`src/rtl/tlb_op_sequencer.sv`:
```
// Sequences TLBP/TLBR/TLBWI/TLBWR from Commit against the L2 TLB and cp0_group,
// snapshotting the CP0 TLB registers at acceptance and flushing the L1 TLBs after writes.
module tlb_op_sequencer #(
    parameter int TLB_ENTRIES  = 64,
    parameter int FLUSH_CYCLES = 2
) (
    input  logic        clk,
    input  logic        reset,
    input  logic        op_valid,
    input  logic [1:0]  op_type,
    output logic        op_ready,
    output logic        op_done,
    input  logic [5:0]  cp0_index,
    input  logic [5:0]  cp0_random,
    input  logic [31:0] cp0_entryhi,
    input  logic [31:0] cp0_entrylo0,
    input  logic [31:0] cp0_entrylo1,
    input  logic [15:0] cp0_pagemask,
    output logic        tlbp_en,
    output logic        tlbr_en,
    output logic        l2_qry_req,
    output logic [18:0] l2_qry_vpn2,
    output logic [7:0]  l2_qry_asid,
    input  logic        l2_qry_done,
    output logic        l2_rd_req,
    output logic [5:0]  l2_rd_index,
    input  logic        l2_rd_valid,
    output logic        l2_wr_en,
    output logic [5:0]  l2_wr_index,
    output logic [78:0] l2_wr_data,
    output logic [15:0] l2_wr_pagemask,
    input  logic        l2_ready,
    output logic        l1_flush
);

    localparam int CNT_W = $clog2(FLUSH_CYCLES + 1);
    localparam logic [CNT_W-1:0] FLUSH_LOAD = CNT_W'(FLUSH_CYCLES);

    localparam logic [1:0] OP_TLBP  = 2'b00;
    localparam logic [1:0] OP_TLBR  = 2'b01;
    localparam logic [1:0] OP_TLBWR = 2'b11;

    typedef enum logic [2:0] {
        IDLE,
        PROBE,
        READ,
        WRITE,
        FLUSH,
        DONE
    } state_t;

    state_t            state_q, state_d;
    logic [18:0]       vpn2_q;
    logic [7:0]        asid_q;
    logic [25:0]       lo0_q, lo1_q;
    logic [15:0]       pagemask_q;
    logic [5:0]        idx_q;
    logic [CNT_W-1:0]  flushCnt_q;
    logic              opReady_q, opDone_q, tlbpEn_q, qryReq_q, rdReq_q, flush_q;

    logic              accept;
    logic [5:0]        acceptIdx;
    logic [5:0]        targetIdx;
    logic              idxOk;
    logic              unusedBits;

    function automatic logic inRange(input logic [5:0] idx);
        return int'(idx) < TLB_ENTRIES;
    endfunction

    // TLBWR takes its slot from Random, and only the value seen in the accept cycle counts.
    assign accept     = (state_q == IDLE) && op_valid;
    assign acceptIdx  = (op_type == OP_TLBWR) ? cp0_random : cp0_index;
    assign targetIdx  = accept ? acceptIdx : idx_q;
    assign idxOk      = inRange(idx_q);
    assign unusedBits = ^{cp0_entryhi[12:8], cp0_entrylo0[31:26], cp0_entrylo1[31:26]};

    always_comb begin
        state_d = state_q;
        unique case (state_q)
            IDLE: begin
                if (op_valid) begin
                    if (op_type == OP_TLBP)      state_d = PROBE;
                    else if (op_type == OP_TLBR) state_d = READ;
                    else                         state_d = WRITE;
                end
            end
            PROBE:   if (l2_qry_done)               state_d = DONE;
            READ:    if (!idxOk || l2_rd_valid)     state_d = DONE;
            WRITE:   if (!idxOk || l2_ready)        state_d = FLUSH;
            FLUSH:   if (flushCnt_q == CNT_W'(1))   state_d = DONE;
            DONE:                                   state_d = IDLE;
            default:                                state_d = IDLE;
        endcase
    end

    // Level outputs are registered from the next state so they line up with the state register.
    always_ff @(posedge clk or posedge reset) begin
        if (reset) begin
            state_q    <= IDLE;
            vpn2_q     <= '0;
            asid_q     <= '0;
            lo0_q      <= '0;
            lo1_q      <= '0;
            pagemask_q <= '0;
            idx_q      <= '0;
            flushCnt_q <= '0;
            opReady_q  <= 1'b1;
            opDone_q   <= 1'b0;
            tlbpEn_q   <= 1'b0;
            qryReq_q   <= 1'b0;
            rdReq_q    <= 1'b0;
            flush_q    <= 1'b0;
        end else begin
            state_q <= state_d;
            if (accept) begin
                vpn2_q     <= cp0_entryhi[31:13];
                asid_q     <= cp0_entryhi[7:0];
                lo0_q      <= cp0_entrylo0[25:0];
                lo1_q      <= cp0_entrylo1[25:0];
                pagemask_q <= cp0_pagemask;
                idx_q      <= acceptIdx;
            end
            if (state_q != FLUSH && state_d == FLUSH) begin
                flushCnt_q <= FLUSH_LOAD;
            end else if (state_q == FLUSH) begin
                flushCnt_q <= flushCnt_q - CNT_W'(1);
            end
            opReady_q <= (state_d == IDLE);
            opDone_q  <= (state_d == DONE);
            tlbpEn_q  <= (state_d == PROBE);
            qryReq_q  <= (state_d == PROBE);
            rdReq_q   <= (state_d == READ) && inRange(targetIdx);
            flush_q   <= (state_d == FLUSH);
        end
    end

    assign op_ready       = opReady_q;
    assign op_done        = opDone_q;
    assign tlbp_en        = tlbpEn_q;
    assign l2_qry_req     = qryReq_q;
    assign l2_qry_vpn2    = vpn2_q;
    assign l2_qry_asid    = asid_q;
    assign l2_rd_req      = rdReq_q;
    assign l2_rd_index    = idx_q;
    assign l1_flush       = flush_q;
    assign l2_wr_index    = idx_q;
    assign l2_wr_data     = {vpn2_q, asid_q, lo1_q, lo0_q};
    assign l2_wr_pagemask = pagemask_q;

    // cp0_group samples the read data in the very cycle the L2 TLB returns it.
    assign tlbr_en  = (state_q == READ) && l2_rd_valid && idxOk;
    assign l2_wr_en = (state_q == WRITE) && l2_ready && idxOk;

endmodule

```
`config.mk`:
```
export PLATFORM = sky130hd
export DESIGN_NAME = tlb_op_sequencer
export DESIGN_NICKNAME = d
export VERILOG_FILES = /design/src/rtl/tlb_op_sequencer.sv
export SDC_FILE = /design/constraint.sdc
export NUM_CORES = 1
export LEC_CHECK = 0
export ABC_AREA = 1
export CAP_MARGIN = 15
export CORE_ASPECT_RATIO = 0.8
export CORE_MARGIN = 5
export CORE_UTILIZATION = 34
export DETAILED_ROUTE_END_ITERATION = 16
export PLACE_DENSITY = 0.76
export SLEW_MARGIN = 20
export SYNTH_ARGS = -nofsm -noshare
export SYNTH_HDL_FRONTEND = slang
export SYNTH_SLANG_ARGS = --single-unit
```
`constraint.sdc`:
```
create_clock -name clk -period 3.8 [get_ports clk]
set_input_delay 0.76 -clock clk [delete_from_list [all_inputs] [get_ports clk]]
set_output_delay 0.76 -clock clk [all_outputs]
set_load 0.005 [all_outputs]
```
# Yosys cells after proc, flatten, opt, wreduce, memory -nomap -nowiden
# Cells that the tools add are included.
# totals
ff_bits	111
# classes
n_reduce_logical	8
n_addsub	1
n_eq_ne	12
n_mux	11
# op_table
cell	count
2-to-1 mux 3 bit	5
case mux 3 bit (5 select lines)	1
== test 3 x 2 -> 1 bit, second input constant	3
== test 3 bit, second input constant	3
== test 3 x 1 -> 1 bit, second input constant	2
zero test 3 bit	2
2-to-1 mux 2 bit	3
2-to-1 mux 6 bit	1
== test 2 x 1 -> 1 bit, second input constant	2
logical AND 1 bit	4
!= test 3 bit, second input constant	1
== test 2 bit, second input constant	1
zero test 2 bit	1
nonzero test 2 bit	1
subtractor 2 x 1 -> 2 bit, second input constant	1
2-to-1 mux 1 bit	1

# Logic depth before layout (Yosys ltp)
# Gate-level depths: netlist of the first run.
# logic_depth
depth_word	8
depth_mapped	9
mapped_depth_nobuf	8

# Worst setup path after synthesis of the first run
# OpenSTA, ideal clock, no wires.
# synth_timing
path_type	input to output
startpoint	in l2_rd_valid
endpoint	out tlbr_en
path_slack_ns	2.088
stages	2
arrival_ns	0.952
n_path_buf	0
required_ns	3.040
path_cell_list	nand4_1 -> inv_1
# synth_between
elab_chain_len	1
# synth_rtl
item	line_no	text
start, declared	27	input logic l2_rd_valid,
logical AND 1 bit	152	assign tlbr_en = (state_q == READ) && l2_rd_valid && idxOk;
end, declared	20	output logic tlbr_en,
# No other way between the ends.

# Final worst setup path of the first run
# Same ends and word-level chain as after synthesis.

==> summary.md, run 1 <==
| Metric | Value |
|---|---|
| Status | `finished, final reports clean` |
| Unique masters post-synth | `23` |
| Die X | `141 um` |
| Mapped Area | `4660 um^2` |
| Vias in the first global route | `3574` |
| Ports | `274` |
| 1st-pass router iterations | `4` |
| TNS Setup | `0 ns` |
| Post-DP HPWL | `9180 um` |
| Fill cells | `1143` |
| Die Area | `16200 um^2` |
| Placed insts | `725` |
| Gpl congestion | `0.807` |
| Register clock-pin slew on the reported worst setup and hold paths | `0.07 ns` |
| Worst-path maximum fanout | `3` |
| Layout Skew | `0.00555 ns` |
| Vias per std cell | `4.46` |
| Cells after synthesis | `333` |
| Tcrit/Tclk final | `71.5%` |
| Dpl ws | `1.02 ns` |
| Synth Register Bits | `111` |
| Tmin final | `2.72 ns` |
| Routed WL per cell | `16.0 um` |
| Most frequent cells in the layout | `clkdlybuf4s50_1 (256), dfrtp_1 (110), mux2_2 (95)` |
| Largest net degree at the start of global routing | `63` |
| Worst slew margin | `49.6%` |
| Final Hold Fails | `0` |
| Antenna violations before repair | `0` |
| Final wirelength | `11900 um` |
| Clk root buf | `clkbuf_16` |
| Post-layout nets | `689` |
| Crit path DAT | `1.96 ns` |
| CTS buffer count | `9` |
| Post-CTS Hold Buffers | `0` |
| Pins Over Slew Limit | `0` |
| Worst setup margin | `1.08 ns` |
| Post CTS Setup Buffer Count | `0` |
| CTS tree | `done` |
| Average cell area after synthesis | `14.0 um^2` |
| Yosys warning total | `0` |
| Most common cell after layout, fill and taps aside | `clkdlybuf4s50_1` |
| RSZ-0062 raised after global routing | `no` |
| Total track usage | `14.5%` |
| Overflow after GRT | `0` |
| Antenna Nets Post-Route | `0` |
| CTS resizes | `0` |
| First-pass GRT wire length | `18400 um` |
| Worst-margin pin slew | `0.756 ns` |
| Area grow syn2layout | `58.8%` |
| CP Capture Type | `output port` |
| Worst-skew pair later-pin latency | `0.34 ns` |
| Register area share after synthesis | `59.6%` |
| H-Tree Depth | `3` |
| Pwr Density | `815 nW/um^2` |
| Post-synth net total | `466` |
| Min Hold Slack | `0.503 ns` |
| Worst VDD drop | `501 uV` |
| Total of max-cap violations | `0` |
| IO buf count | `256` |
| Sink Count | `111` |
| Final setup viols | `0` |
| Leak pwr | `3.14 nW` |
| Iteration-0 DRC Markers | `74` |
| Worst Hold Class | `reg -> reg` |
| Layout Cells excl Fill | `741` |
| Crit path required time | `3.04 ns` |
| CTS max path bufs | `2` |
| Ant diodes | `0` |
| Fmax | `0.368 GHz` |
| CP Launch Type | `input pin` |
| DR vias | `3302` |
| Total core area | `13500 um^2` |
| Die height | `115 um` |
| CP Class | `in -> out` |
| Cell Rows | `38` |
| Share of post-route cells with drive strength above 1 | `22.3%` |
| Initial Util | `34.5%` |
| DRC Markers | `0` |
-- per-stage QoR --
stage | power, mW | util, % | area, um^2
floorplan | 3.55 | - | 4660
global placement | 5.05 | 52.6 | 7100
detailed placement | 5.15 | 52.6 | 7100
CTS | 6.14 | 54.8 | 7400
global route | 6.43 | 54.8 | 7400
finish | 6.03 | 54.8 | 7400
-- flip-flops by register name, indices dropped and copies added (netlist names) --
| register | flops |
|---|---|
| lo1_q | 26 |
| l1_flush | 1 |
| l2_qry_vpn2 | 19 |
| op_done | 1 |
| lo0_q | 26 |
| l2_qry_asid | 8 |
| flushCnt_q | 2 |
| l2_qry_req | 1 |
| op_ready | 1 |
| l2_rd_index | 6 |
| state_q | 3 |
| l2_rd_req | 1 |
| l2_wr_pagemask | 16 |
-- routing by layer --
metal	track usage (%)	routed length [um]	vias to the layer above
met3	7.39	1360	21
li1	-	-	1534
met5	0	0	-
met4	5.68	255	0
met1	16.1	4530	1582
met2	23.9	5720	165
-- final cells by class --
cell class / count / area, um^2 / share of cell area [%]
flip-flops and latches: 111 / 2780 / 37.6
clock buffers: 11 / 233 / 3.15
inverters: 15 / 58.8 / 0.795
clock inverters: 5 / 67.6 / 0.913
repair buffers: 259 / 2610 / 35.3
well taps: 180 / 225 / 3.04
multi-input cells: 160 / 1430 / 19.3
-- path summary, 6_finish.rpt --
kind                                   endpoint        start  depth (start not counted)  slack [ns]
worst max-delay path                    tlbr_en  l2_rd_valid                          4        1.08
worst min-delay path                  lo0_q[21]    lo0_q[21]                          1        0.50
worst max register to register        lo1_q[23]   state_q[1]                          4        1.81
worst min register to register        lo0_q[21]    lo0_q[21]                          1        0.50
max in group asynchronous              lo0_q[4]        reset                          3        2.19
min in group asynchronous       l2_qry_vpn2[15]        reset                          2        0.85
-- logic make-up after synthesis --
kind of cell / after synthesis / synth area share [%]
flops: 111 / 59.6
mux: 95 / 23.0
buf+inv: 62 / 9.77
simple gates: 48 / 4.91
compound gates: 16 / 2.47
fa+ha+maj: 1 / 0.268
-- Yosys cell counts --
cell	count	area [um^2]
a21oi_1	7	35.0
buf_2	2	10.0
buf_4	35	263
buf_6	5	56.3
buf_8	1	15.0
clkbuf_8	4	55.1
dfrtp_1	110	2750
dfstp_2	1	26.3
ha_1	1	12.5
inv_1	15	56.3
mux2_2	95	1070
nand2_1	18	67.6
nand2_2	1	6.26
nand2_4	1	11.3
nand3_1	4	20.0
nand3b_1	1	7.51
nand4_1	1	6.26
nor2_1	17	63.8
nor2_2	2	12.5
nor2_4	3	33.8
o21ai_0	3	15.0
o31ai_1	2	15.0
o31ai_2	4	50.1
-- worst max-delay path, stage by stage --
cell             delay [ns]
clkdlybuf4s50_1        0.47
nand4_1                0.14
inv_1                  0.09
clkdlybuf4s50_1        0.50
-- power breakdown --
part	internal, mW	switching, mW	total [mW]	leakage [nW]
clock	0.520	0.427	0.947	0.146
sequential	1.79	0.364	2.16	1.32
combinational	2.00	0.927	2.92	1.68
Note: power is estimated with default switching activity, not from simulation.
==> run 2: changes to the inputs <==
- clock period: 3.8 -> 2.4 ns (I/O delays scaled with it)
==> run 2 against run 1 <==
Net effect:
- non-clock buffer count up 3
- hold slack improved by 0.0016 ns
- register-to-register slack worse by 0.99 ns
- clock skew hardly changed
- utilization increased by 0.13 points
- critical path depth did not move
- flip-flop and latch count is the same
- via count grew 0.97%
- first-iteration DRC count rose by 23%
- critical path type unchanged
- highest routed layer unchanged
==> summary.md, run 2 (same netlist as run 1, synthesis figures left out) <==
| Metric | Value |
|---|---|
| Status | `finished, final reports clean` |
| Final setup viols | `0` |
| Tcrit/Tclk final | `91.3%` |
| Critical path, cell by cell | `clkdlybuf4s50_1, nand4_1, inv_1, clkdlybuf4s50_1` |
| Crit path required time | `1.92 ns` |
| CP Launch Type | `input pin` |
| Placed insts | `728` |
| Most frequent cells in the layout | `clkdlybuf4s50_1 (256), dfrtp_1 (110), mux2_2 (95)` |
| Initial Util | `34.5%` |
| Setup crit start | `l2_rd_valid` |
| Met3 WL | `1320 um` |
| RSZ-0062 raised after global routing | `no` |
| Largest net degree at the start of global routing | `45` |
| Worst-skew pair later-pin latency | `0.35 ns` |
| Share of post-route cells with drive strength above 1 | `22.9%` |
| Register clock-pin slew on the reported worst setup and hold paths | `0.07 ns` |
| Tmin final | `2.19 ns` |
| Layout Cells excl Fill | `744` |
| Total of max-cap violations | `0` |
| Multi-input gate area | `1430 um^2` |
| Worst-margin pin slew | `0.512 ns` |
| Reg power frac | `35.9%` |
| Vias in the first global route | `3686` |
| Fill cells | `1143` |
| WL met1 | `4600 um` |
| Leak pwr | `3.15 nW` |
| Most common cell after layout, fill and taps aside | `clkdlybuf4s50_1` |
| TNS Setup | `0 ns` |
| Min Hold Slack | `0.504 ns` |
| Gpl congestion | `0.799` |
| Crit-path most repeated cell | `clkdlybuf4s50_1` |
| CP Capture Type | `output port` |
| Cell Rows | `38` |
| Crit path DAT | `1.71 ns` |
| Antenna violations before repair | `0` |
| Die height | `115 um` |
| CTS buffer count | `9` |
| Clock power frac | `15.2%` |
| Sink Count | `111` |
| Antenna Nets Post-Route | `0` |
| Max stage delay on crit path | `0.50 ns` |
| P_int | `6.80 mW` |
| Total track usage | `15.1%` |
| 1st-pass router iterations | `4` |
| Final core utilization | `54.9%` |
| Pins Over Slew Limit | `0` |
| Fmax | `0.457 GHz` |
| Ports | `274` |
| CP Class | `in -> out` |
| Total core area | `13500 um^2` |
| CTS resizes | `0` |
| Die Area | `16200 um^2` |
| Final wirelength | `12300 um` |
| Worst Hold Class | `reg -> reg` |
| Post CTS Setup Buffer Count | `0` |
| Post-layout nets | `692` |
| FF+latch area | `2780 um^2` |
| Pwr Density | `1290 nW/um^2` |
| Overflow after GRT | `0` |
| Worst-path maximum fanout | `3` |
| DR vias | `3334` |
| Met2 Wirelength | `6160 um` |
| Hold Startpoint | `lo1_q[4]` |
| CP max-delay cell | `clkdlybuf4s50_1` |
| Post-DP HPWL | `9740 um` |
| Iteration-0 DRC Markers | `91` |
| First-pass GRT wire length | `19200 um` |
| Switching Share | `28.8%` |
| Post-CTS Hold Buffers | `0` |
| CTS max path bufs | `2` |
| DRC Markers | `0` |
| Combinational fraction of design power | `48.9%` |
| Highest routed layer | `met4` |
| Final Hold Fails | `0` |
| Worst slew margin | `65.9%` |
| Area grow syn2layout | `59.1%` |
| IO buf count | `256` |
| Layout Skew | `0.00531 ns` |
| Ant diodes | `0` |
| H-Tree Depth | `3` |
| CTS tree | `done` |
| NetSw | `2.76 mW` |
| RR Startpoint | `state_q[2]` |
| Vias per std cell | `4.48` |
| Routed WL per cell | `16.5 um` |
| Worst VDD drop | `685 uV` |
| Die X | `141 um` |
| Clk root buf | `clkbuf_16` |
## run 2: power by group through the flow
| stage | Sequential [mW] | Combinational [mW] | Clock (mW) |
|---|---|---|---|
| after detailed placement | 3.47 | 4.76 | 0 |
| after CTS | 3.45 | 4.77 | 1.51 |
| after floorplan | 3.45 | 2.16 | 0 |
| after global routing | 3.58 | 5.01 | 1.58 |
| final | 3.43 | 4.67 | 1.45 |
| after global placement | 3.39 | 4.67 | 0 |
## run 2: final timing paths
| check | to | cells after the start | slack (ns) |
|---|---|---|---|
| worst max-delay path | tlbr_en | 4 | 0.21 |
| worst min-delay path | lo1_q[4] | 1 | 0.50 |
| worst max register to register | lo0_q[16] | 4 | 0.82 |
| worst min register to register | lo1_q[4] | 1 | 0.50 |
| max in group asynchronous | l2_qry_vpn2[7] | 3 | 1.38 |
| min in group asynchronous | lo0_q[8] | 3 | 0.63 |
## run 2: layout make-up
type | instances | area share (%)
timing repair buffer | 262 | 35.5
clock inverter | 4 | 0.506
clock buffer | 12 | 3.46
tap | 180 | 3.04
multi-input combinational | 160 | 19.2
inverter | 15 | 0.810
sequential | 111 | 37.5
## run 2: stage by stage
stage | total power [mW] | worst slack [ns] | cell area [um^2]
after floorplan | 5.62 | 0.577 | 4660
after detailed placement | 8.23 | 0.205 | 7120
after global placement | 8.06 | 0.242 | 7120
after global routing | 10.2 | 0.134 | 7420
final | 9.56 | 0.210 | 7420
after CTS | 9.73 | 0.204 | 7420
## run 2: routing by layer
layer  vias up  global-route usage (%)
li1       1540                       -
met1      1605                    16.8
met2       173                    26.1
met3        16                    6.56
met4         0                    5.29
met5         -                       0
## run 2: critical path, delay by kind of cell
family	cells	cell delay, ns
buffers and inverters	3	1.07
and+or+nand+nor	1	0.16
